File: config.mk
export PLATFORM = sky130hd
export DESIGN_NAME = router_mc_flat
export DESIGN_NICKNAME = d
export VERILOG_FILES = /design/src/rtl/router_mc_if.sv /design/src/rtl/router_mc.sv /design/src/flat_wrapper.sv
export SDC_FILE = /design/constraint.sdc
export NUM_CORES = 1
export LEC_CHECK = 0
export ABC_AREA = 1
export CELL_PAD_IN_SITES_DETAIL_PLACEMENT = 0
export CELL_PAD_IN_SITES_GLOBAL_PLACEMENT = 1
export CORE_MARGIN = 5
export CORE_UTILIZATION = 25
export CTS_CLUSTER_SIZE = 12
export DETAILED_ROUTE_END_ITERATION = 8
export GPL_TIMING_DRIVEN = 1
export PLACE_DENSITY_LB_ADDON = 0.1
export SETUP_SLACK_MARGIN = 0.05
export SLEW_MARGIN = 10
export SYNTH_ARGS = -nofsm -noshare
export SYNTH_HDL_FRONTEND = slang
export SYNTH_SLANG_ARGS = --single-unit
File: constraint.sdc
create_clock -name nocclk -period 4.4 [get_ports nocclk]
set_clock_uncertainty 0.2 [all_clocks]
set_input_delay 0.66 -clock nocclk [delete_from_list [all_inputs] [get_ports nocclk]]
set_output_delay 0.66 -clock nocclk [all_outputs]
set_load 0.005 [all_outputs]
File: src/rtl/router_mc_if.sv
// Flit channel bundle for router_mc: NUM_PORTS input channels plus the CPU and
// forward output channels, each a valid/ready handshake.
interface router_mc_if #(
    parameter int NUM_PORTS  = 4,
    parameter int FLIT_WIDTH = 64
);
    logic [NUM_PORTS*FLIT_WIDTH-1:0] in_flit;
    logic [NUM_PORTS-1:0]            in_valid;
    logic [NUM_PORTS-1:0]            in_ready;
    logic [FLIT_WIDTH-1:0]           cpu_flit;
    logic                            cpu_valid;
    logic                            cpu_ready;
    logic [FLIT_WIDTH-1:0]           fwd_flit;
    logic                            fwd_valid;
    logic                            fwd_ready;

    modport master (
        output in_flit, in_valid, cpu_ready, fwd_ready,
        input  in_ready, cpu_flit, cpu_valid, fwd_flit, fwd_valid
    );

    modport slave (
        input  in_flit, in_valid, cpu_ready, fwd_ready,
        output in_ready, cpu_flit, cpu_valid, fwd_flit, fwd_valid
    );
endinterface

File: src/rtl/router_mc.sv
// router_mc: wormhole flit router with round-robin head arbitration, one-entry
// CPU/forward output slots, and node ID assignment with a timeout flag.
//
// state  | meaning
// IDLE   | arbitrating among ports offering a head or single flit
// LOCKED | lock_port owns the stored route until its tail is accepted
module router_mc #(
    parameter int NUM_PORTS          = 4,
    parameter int FLIT_WIDTH         = 64,
    parameter int NODE_ID_WIDTH      = 8,
    parameter bit IS_ROOT            = 1'b0,
    parameter int MAX_INTERNAL_TIMER = 100
) (
    input  logic                     nocclk,
    input  logic                     rst,
    router_mc_if.slave               bus,
    input  logic [NODE_ID_WIDTH-1:0] assign_id,
    input  logic                     assign_id_valid,
    output logic [NODE_ID_WIDTH-1:0] this_node_id,
    output logic                     id_valid,
    output logic                     id_timeout
);
    localparam int PW = $clog2(NUM_PORTS);
    localparam int TW = $clog2(MAX_INTERNAL_TIMER + 1);
    localparam logic [1:0] KIND_HEAD   = 2'b00;
    localparam logic [1:0] KIND_TAIL   = 2'b10;
    localparam logic [1:0] KIND_SINGLE = 2'b11;

    typedef enum logic {IDLE, LOCKED} state_t;
    state_t state, state_nxt;

    logic [PW-1:0]            rr_ptr, lock_port, sel;
    logic                     lock_cpu, lock_fwd;
    logic                     sel_ok, dst_hit, route_cpu, route_fwd;
    logic                     cpu_avail, fwd_avail, route_ok, accept;
    logic [NUM_PORTS-1:0]     cand, in_ready_c;
    logic [FLIT_WIDTH-1:0]    sel_flit, cpu_flit_q, fwd_flit_q;
    logic [1:0]               sel_kind;
    logic [NODE_ID_WIDTH-1:0] sel_dst;
    logic                     cpu_valid_q, fwd_valid_q;

    function automatic logic [PW-1:0] wrap_add(input logic [PW-1:0] base, input int off);
        int s;
        s = int'(base) + off;
        if (s >= NUM_PORTS) s = s - NUM_PORTS;
        return PW'(s);
    endfunction

    // head (00) and single (11) are the only kinds whose two kind bits match
    always_comb begin
        cand = '0;
        for (int p = 0; p < NUM_PORTS; p++) begin
            cand[p] = bus.in_valid[p] &&
                      (bus.in_flit[p*FLIT_WIDTH + FLIT_WIDTH - 1] ==
                       bus.in_flit[p*FLIT_WIDTH + FLIT_WIDTH - 2]);
        end
    end

    // reverse scan: the candidate closest to rr_ptr is assigned last and wins
    always_comb begin
        sel    = rr_ptr;
        sel_ok = 1'b0;
        if (state == LOCKED) begin
            sel    = lock_port;
            sel_ok = 1'b1;
        end else begin
            for (int i = NUM_PORTS - 1; i >= 0; i--) begin
                if (cand[wrap_add(rr_ptr, i)]) begin
                    sel    = wrap_add(rr_ptr, i);
                    sel_ok = 1'b1;
                end
            end
        end
    end

    assign sel_flit  = bus.in_flit[int'(sel)*FLIT_WIDTH +: FLIT_WIDTH];
    assign sel_kind  = sel_flit[FLIT_WIDTH-1 -: 2];
    assign sel_dst   = sel_flit[FLIT_WIDTH-3 -: NODE_ID_WIDTH];
    assign dst_hit   = id_valid && (sel_dst == this_node_id);
    assign route_cpu = (state == LOCKED) ? lock_cpu : (dst_hit || (&sel_dst));
    assign route_fwd = (state == LOCKED) ? lock_fwd : !dst_hit;
    assign cpu_avail = !cpu_valid_q || bus.cpu_ready;
    assign fwd_avail = !fwd_valid_q || bus.fwd_ready;
    assign route_ok  = (!route_cpu || cpu_avail) && (!route_fwd || fwd_avail);
    assign accept    = sel_ok && route_ok && !rst && bus.in_valid[sel];

    always_comb begin
        in_ready_c = '0;
        if (sel_ok && route_ok && !rst) in_ready_c[sel] = 1'b1;
    end

    always_comb begin
        state_nxt = state;
        if (accept) begin
            if (state == IDLE && sel_kind == KIND_HEAD)
                state_nxt = LOCKED;
            else if (state == LOCKED && (sel_kind == KIND_TAIL || sel_kind == KIND_SINGLE))
                state_nxt = IDLE;
        end
    end

    always_ff @(posedge nocclk) begin
        if (rst) state <= IDLE;
        else     state <= state_nxt;
    end

    always_ff @(posedge nocclk) begin
        if (rst) begin
            rr_ptr      <= '0;
            lock_port   <= '0;
            lock_cpu    <= 1'b0;
            lock_fwd    <= 1'b0;
            cpu_valid_q <= 1'b0;
            fwd_valid_q <= 1'b0;
            cpu_flit_q  <= '0;
            fwd_flit_q  <= '0;
        end else begin
            if (accept && state == IDLE) begin
                rr_ptr    <= wrap_add(sel, 1);
                lock_port <= sel;
                lock_cpu  <= route_cpu;
                lock_fwd  <= route_fwd;
            end
            if (accept && route_cpu) begin
                cpu_flit_q  <= sel_flit;
                cpu_valid_q <= 1'b1;
            end else if (bus.cpu_ready) begin
                cpu_valid_q <= 1'b0;
            end
            if (accept && route_fwd) begin
                fwd_flit_q  <= sel_flit;
                fwd_valid_q <= 1'b1;
            end else if (bus.fwd_ready) begin
                fwd_valid_q <= 1'b0;
            end
        end
    end

    assign bus.in_ready  = in_ready_c;
    assign bus.cpu_flit  = cpu_flit_q;
    assign bus.cpu_valid = cpu_valid_q;
    assign bus.fwd_flit  = fwd_flit_q;
    assign bus.fwd_valid = fwd_valid_q;

    generate
        if (IS_ROOT) begin : g_root
            logic unused_assign;
            assign unused_assign = ^{assign_id, assign_id_valid};
            assign this_node_id  = '0;
            assign id_valid      = 1'b1;
            assign id_timeout    = 1'b0;
        end else begin : g_leaf
            logic [TW-1:0] timer;
            // timer saturates at the terminal count once the timeout has fired
            always_ff @(posedge nocclk) begin
                if (rst) begin
                    this_node_id <= '1;
                    id_valid     <= 1'b0;
                    id_timeout   <= 1'b0;
                    timer        <= '0;
                end else if (!id_valid) begin
                    if (timer == TW'(MAX_INTERNAL_TIMER - 1)) id_timeout <= 1'b1;
                    else                                      timer      <= timer + TW'(1);
                    if (assign_id_valid) begin
                        this_node_id <= assign_id;
                        id_valid     <= 1'b1;
                    end
                end
            end
        end
    endgenerate
endmodule

File: src/flat_wrapper.sv
// flat-port wrapper written by rule: the top's interface ports become plain ports
module router_mc_flat 
#(
    parameter int NUM_PORTS          = 4,
    parameter int FLIT_WIDTH         = 64,
    parameter int NODE_ID_WIDTH      = 8,
    parameter bit IS_ROOT            = 1'b0,
    parameter int MAX_INTERNAL_TIMER = 100
)
  (nocclk, rst, assign_id, assign_id_valid, this_node_id, id_valid, id_timeout, bus_in_flit, bus_in_valid, bus_cpu_ready, bus_fwd_ready, bus_in_ready, bus_cpu_flit, bus_cpu_valid, bus_fwd_flit, bus_fwd_valid);
  router_mc_if #(.NUM_PORTS(NUM_PORTS), .FLIT_WIDTH(FLIT_WIDTH)) bus_i ();
  input  logic nocclk;
  input  logic rst;
  input  logic [NODE_ID_WIDTH-1:0] assign_id;
  input  logic assign_id_valid;
  output logic [NODE_ID_WIDTH-1:0] this_node_id;
  output logic id_valid;
  output logic id_timeout;
  input wire logic [$bits(bus_i.in_flit)-1:0] bus_in_flit;
  input wire logic [$bits(bus_i.in_valid)-1:0] bus_in_valid;
  input wire logic [$bits(bus_i.cpu_ready)-1:0] bus_cpu_ready;
  input wire logic [$bits(bus_i.fwd_ready)-1:0] bus_fwd_ready;
  output wire logic [$bits(bus_i.in_ready)-1:0] bus_in_ready;
  output wire logic [$bits(bus_i.cpu_flit)-1:0] bus_cpu_flit;
  output wire logic [$bits(bus_i.cpu_valid)-1:0] bus_cpu_valid;
  output wire logic [$bits(bus_i.fwd_flit)-1:0] bus_fwd_flit;
  output wire logic [$bits(bus_i.fwd_valid)-1:0] bus_fwd_valid;
  assign bus_i.in_flit = bus_in_flit;
  assign bus_i.in_valid = bus_in_valid;
  assign bus_i.cpu_ready = bus_cpu_ready;
  assign bus_i.fwd_ready = bus_fwd_ready;
  assign bus_in_ready = bus_i.in_ready;
  assign bus_cpu_flit = bus_i.cpu_flit;
  assign bus_cpu_valid = bus_i.cpu_valid;
  assign bus_fwd_flit = bus_i.fwd_flit;
  assign bus_fwd_valid = bus_i.fwd_valid;
  router_mc #(.NUM_PORTS(NUM_PORTS), .FLIT_WIDTH(FLIT_WIDTH), .NODE_ID_WIDTH(NODE_ID_WIDTH), .IS_ROOT(IS_ROOT), .MAX_INTERNAL_TIMER(MAX_INTERNAL_TIMER)) u_core (.nocclk(nocclk), .rst(rst), .bus(bus_i), .assign_id(assign_id), .assign_id_valid(assign_id_valid), .this_node_id(this_node_id), .id_valid(id_valid), .id_timeout(id_timeout));
endmodule
# Word level (Yosys, flattened, before mapping)
# Cells that the tools add are included.
op_classes:
  n_reduce_logical: 36
  mux: 42
  n_shift: 1
  n_eq_ne: 8
  magnitude_cmp: 11
  n_addsub: 10
  n_bitwise: 3
op_table:
  columns: ["operator", "n"]
  rows:
  - ["variable part select 256 x 9 -> 64 bit", 1]
  - ["two-way mux 2 bit", 14]
  - ["two-way mux 1 bit", 21]
  - ["logical AND 1 bit", 15]
  - ["less-than comparator 2 x 3 -> 1 bit (second input constant)", 5]
  - ["greater-or-equal comparator 3 bit (second input constant)", 4]
  - ["binary-select mux 1 bit (select 2 bit)", 5]
  - ["subtractor 2 x 1 -> 2 bit (second input constant)", 5]
  - ["== test 8 bit", 1]
  - ["AND reduction 2 bit", 4]
  - ["AND reduction 8 bit", 1]
  - ["adder 7 x 1 -> 7 bit (second input constant)", 1]
  - ["== test 7 bit (second input constant)", 1]
  - ["adder 2 x 1 -> 3 bit (second input constant)", 2]
  - ["adder 2 x 2 -> 3 bit (second input constant)", 2]
  - ["logical NOT 1 bit", 6]
  - ["logical OR 1 bit", 6]
  - ["nonzero test 2 bit", 3]
  - ["== test 1 bit", 4]
  - ["== test 2 bit (second input constant)", 2]
  - ["two-way mux 4 bit", 1]
  - ["greater-or-equal comparator 2 x 3 -> 1 bit (second input constant)", 1]
  - ["NOT 1 bit", 3]
  - ["demux 1 bit (select 2 bit)", 1]
  - ["2 further kinds", 2]
word_totals:
  reg_bits: 154
  out_inout_bits: 144
  in_bits: 273
  elab_cells: 124

# Depth between registers and ports, before layout
logic_depth:
  ltp_word: 24
  depth_mapped: 32
  mapped_depth_nobuf: 29

# Worst setup path before layout
# OpenSTA, ideal clock, no wires.
synth_timing:
  kind: "input to output"
  start: "in bus_in_flit[190]"
  end: "out bus_in_ready[0]"
  arrival_ns: 3.095
  t_required_ns: 3.540
  path_slack_ns: 0.445
  path_stages: 29
  cell_sequence: "inv_1 nand2_1 nand3_1 nand2_1 and2_1 nand2_1 nand2_1 inv_1 nand2_1 nand2_1 nand3_2 nand2_2 buf_4 nand2_1 nand3_1 nand2_1 nand2_1 nand3_1 nor2_1 nand2_1 nand2_1 nand2_2 buf_2 nand2_1 nand2_1 nor2_2 buf_2 inv_1 nor2_1"
synth_via:
  elab_chain_cells: 20
  word_cells_on_any_way: 41
synth_rtl:
  columns: ["element", "line_no", "source"]
  rows:
  - ["start: declaration", "flat_wrapper.sv:19", "input wire logic [$bits(bus_i.in_flit)-1:0] bus_in_flit;"]
  - ["== test 1 bit (*)", "router_mc.sv:54", "(bus.in_flit[p*FLIT_WIDTH + FLIT_WIDTH - 1] =="]
  - ["logical AND 1 bit (*)", "router_mc.sv:53", "cand[p] = bus.in_valid[p] &&"]
  - ["binary-select mux 1 bit (select 2 bit)", "router_mc.sv:68", "if (cand[wrap_add(rr_ptr, i)]) begin"]
  - ["two-way mux 1 bit (not written as such)", "router_mc.sv:68", null]
  - ["two-way mux 2 bit (4 in series)", "router_mc.sv:68", null]
  - ["two-way mux 2 bit", "router_mc.sv:63", "if (state == LOCKED) begin"]
  - ["variable part select 256 x 9 -> 64 bit", "router_mc.sv:76", "assign sel_flit = bus.in_flit[int'(sel)*FLIT_WIDTH +: FLIT_WIDTH];"]
  - ["== test 8 bit", "router_mc.sv:79", "assign dst_hit = id_valid && (sel_dst == this_node_id);"]
  - ["logical AND 1 bit", "router_mc.sv:79", null]
  - ["logical OR 1 bit / logical NOT 1 bit (equally long branches)", "router_mc.sv:80, router_mc.sv:81", null]
  - ["two-way mux 1 bit, on equally long branches", "router_mc.sv:80, router_mc.sv:81", null]
  - ["logical NOT 1 bit", "router_mc.sv:84", "assign route_ok = (!route_cpu || cpu_avail) && (!route_fwd || fwd_avail);"]
  - ["logical OR 1 bit", "router_mc.sv:84", null]
  - ["logical AND 1 bit", "router_mc.sv:84", null]
  - ["logical AND 1 bit (2 in series)", "router_mc.sv:89", "if (sel_ok && route_ok && !rst) in_ready_c[sel] = 1'b1;"]
  - ["two-way mux 4 bit (*)", "router_mc.sv:89", null]
  - ["end: declaration", "flat_wrapper.sv:23", "output wire logic [$bits(bus_i.in_ready)-1:0] bus_in_ready;"]
# Every way passes the cells marked *; elsewhere a longest branch is shown, timed or not. The select of a mux whose other input is x is not followed.

# Worst setup path in the final report
layout_timing:
  start: "in bus_in_flit[126]"
  end: "out bus_in_ready[2]"
# The elaborated chain is that of the path after synthesis.

==> reports/qor.txt <==
mux contribution to synthesized area = 0
Setup crit end kind = primary output
total nets after synthesis = 1,810
syn avg cell area = 5.863 um2
status = finished with violations
number of distinct library cells after synthesis = 35
CTS Hold Bufs = 0
final wirelength = 39.40 mm
I/O Buffers = 416
Pwr Density = 873.0 nW/um2
GR peak layer = met2
maximum VDD drop = 0.6522 mV
MaxCap Viol Count = 0
layout cells sized above 1 = 0.09746
family with the most delay on the worst path = simple AND/OR/NAND/NOR gates
most used cell, CP = nand2_1
Post-synth EDFFs = 0
Crit path arrival time = 3.61 ns
Synth Area in Adders = 0.006965
Post-DRT Antenna Nets = 0
Hold Path Depth = 1
RSZ-0062 raised after global routing = true
Worst Hold End = u_core.id_timeout
area of the mapped netlist = 8982 um2
Sink Count = 154
Post-DP Area = 13,810 um2
Die Span Y = 199.6 um
Hold Startpoint = u_core.id_timeout
Initial Util = 0.2531
placement row count = 69
Primary FF master, synth = dfxtp_1
largest family of logic cells by synthesized area = simple AND/OR/NAND/NOR gates
Global Route Usage Sum = 0.1884
GPL Wtd Cong = 0.8546
Final #Nets = 2,235
post-synthesis simple-gate area fraction = 0.3952
GR Util met3 = 0.06677
Filler Cell Count = 3,809
Synth Area in XOR/XNOR = 0.0009751
die width = 199.6 um
Root Buffer = clkbuf_16
DR DRC count = 0
fin cells = 2,434
Hold Path Class = flip-flop to flip-flop
global route overflow = 0
Placed Cells = 2,373
CTS tree = built
DPL Wire Length = 29.11 mm
Critical Path Source Type = input pin
vias in the first global route = 10,490
violated checks = setup timing
GRT met1 Usage = 0.2319
Core ar. = 35,480 um2
top fanout value on the critical path = 5
synth warn = 0
area growth from synthesis to layout = 65.22%
initial antenna violation count = 6
Total Power = 0.01296 W
CP bufs+invs = 7
first-pass GRT wire length = 58.69 mm
CP Class = input pin to primary output
largest net degree at the start of global routing = 78
number of synthesized register bits = 154
worst r2r src = u_core.rr_ptr[0]
via count = 10,620
Worst-path clk slew = 0.06 ns
max incr delay on CP = 0.26 ns
Detailed Routing Iterations Pass 1 = 5
Max Fclk = 223.5 MHz
Cells after Synth = 1,532
Leak = 6.929 nW
CP max-delay cell = dlygate4sd2_1
Final Cell Area = 14,840 um2
later-pin clock latency in the skew report = 0.43 ns
PnR worst setup slack = -0.07498 ns
GR Util met2 = 0.3088
Setup WS pre-CTS = -0.6291 ns
fin. max-slew vios = 0
sequential area share after synthesis = 0.3432
FFs w/ async S/R, synth = 0
most common cell after layout, fill and taps aside = clkdlybuf4s50_1
Slew Limit Headroom = 0.4007
worst reg2reg endpoint = u_core.bus.cpu_flit[58]
Critical Path RT = 3.54 ns
die footprint = 39,820 um2
commonest non-fill, non-tap cells in the layout = clkdlybuf4s50_1 (400), nor2_1 (384), nand2_1 (372)
Setup violations, final = 1
Routed wire per std cell = 16.19 um
worst slew pin tran = 0.8989 ns
Tmin final = 4.475 ns
reg2reg setup slack = 0.38 ns
1st-iter DRT viols = 429
via/cell ratio = 4.362
num ports = 417
CTS buffer count = 17
Bufs on Longest Clock Path = 2
Fin. Hold Viols = 0
H-tree depth = 4
post-synthesis compound-gate area fraction = 0.1162
final worst path period share = 1.017
R2R depth = 22
==> flip-flops by register name, indices dropped and copies added (netlist names) <==
| register | cells |
|---|---|
| u_core.lock_fwd | 1 |
| u_core.this_node_id | 8 |
| u_core.id_timeout | 1 |
| u_core.g_leaf.timer | 7 |
| u_core.bus.fwd_flit | 64 |
| u_core.lock_port | 2 |
| u_core.lock_cpu | 1 |
| u_core.state | 1 |
| u_core.bus.cpu_valid | 1 |
| u_core.bus.cpu_flit | 64 |
| u_core.rr_ptr | 2 |
| u_core.bus.fwd_valid | 1 |
| u_core.id_valid | 1 |
==> cells in the mapped netlist, types with 2 or more instances <==
master      n  area (um2)
nand2_1   391        1468
nor2_1    388        1456
inv_1     204       765.7
dfxtp_1   154        3083
o21ai_0   104       520.5
clkbuf_1   56       210.2
nand3_1    51       255.2
o22ai_1    47       294.0
nand4_1    36       225.2
buf_2      24       120.1
a21oi_1    10       50.05
a32oi_1     9       78.83
o211ai_1    9       67.56
inv_2       7       26.28
buf_4       5       37.54
buf_6       5       56.30
ha_1        5       62.56
nand2_2     5       31.28
buf_1       3       11.26
nand3_2     3       30.03
clkinv_1    2       7.510
==> kinds of logic (layout without fill, tap and decap cells) <==
group / after synthesis / count (layout)
AO/OA/AOI/OAI: 182 / 182
XOR/XNOR: 1 / 1
adder cells (fa/ha/maj): 5 / 5
buffers and inverters: 306 / 742
flip-flops: 154 / 154
other: 0 / 3
AND/OR/NAND/NOR: 884 / 886
==> final cells by class <==
class                      count  area (um2)  area share
timing repair buffer         497        4858      0.3274
inverter                     213       815.8     0.05497
multi-input combinational   1074        4933      0.3324
sequential                   154        3087      0.2080
clock buffer                  19       432.9     0.02917
clock inverter                13       128.9    0.008684
tap                          461       576.8     0.03887
antenna                        3       7.507   0.0005059
==> where the power goes <==
part / switching (W) / internal, W / total (W)
sequential: 0.000141 / 0.00167 / 0.00181
clock: 0.000615 / 0.000829 / 0.00144
combinational: 0.00620 / 0.00351 / 0.00970
==> worst max path at each step <==
stage / cells past startpoint / to / from
final: 31 / bus_in_ready[2] / bus_in_flit[126]
after global routing: 30 / bus_in_ready[2] / u_core.rr_ptr[0]
after CTS: 30 / bus_in_ready[2] / u_core.rr_ptr[0]
after detailed placement: 28 / bus_in_ready[1] / bus_in_flit[126]
after global placement: 28 / bus_in_ready[2] / bus_in_flit[126]
after floorplan: 29 / bus_in_ready[0] / bus_in_flit[190]
==> layer usage <==
layer  vias to the layer above  wire, um
met5                         -        41
met4                         6       774
met3                        43      3286
met2                       294     18300
met1                      4696     17000
li1                       5578         -
==> through the flow <==
step / hold WS, ns / setup TNS [ns] / utilization
finish: 0.2635 / -0.07498 / 0.4182
CTS: 0.2708 / -0.08507 / 0.4124
global placement: 0.2504 / -12.58 / 0.3893
global route: 0.3029 / -0.9124 / 0.4182
detailed placement: 0.2567 / -18.56 / 0.3893
floorplan: 0.2411 / 0 / -
==> timing repair <==
item / 4_1_cts / 5_1_grt
endpoints found under the setup margin: 4 / 34
pin swaps: 25 / 20
setup buffers: 14 / 9
gates resized for setup: 67 / 41
gates cloned: 2 / 2
(Power assumes the default switching activity.)
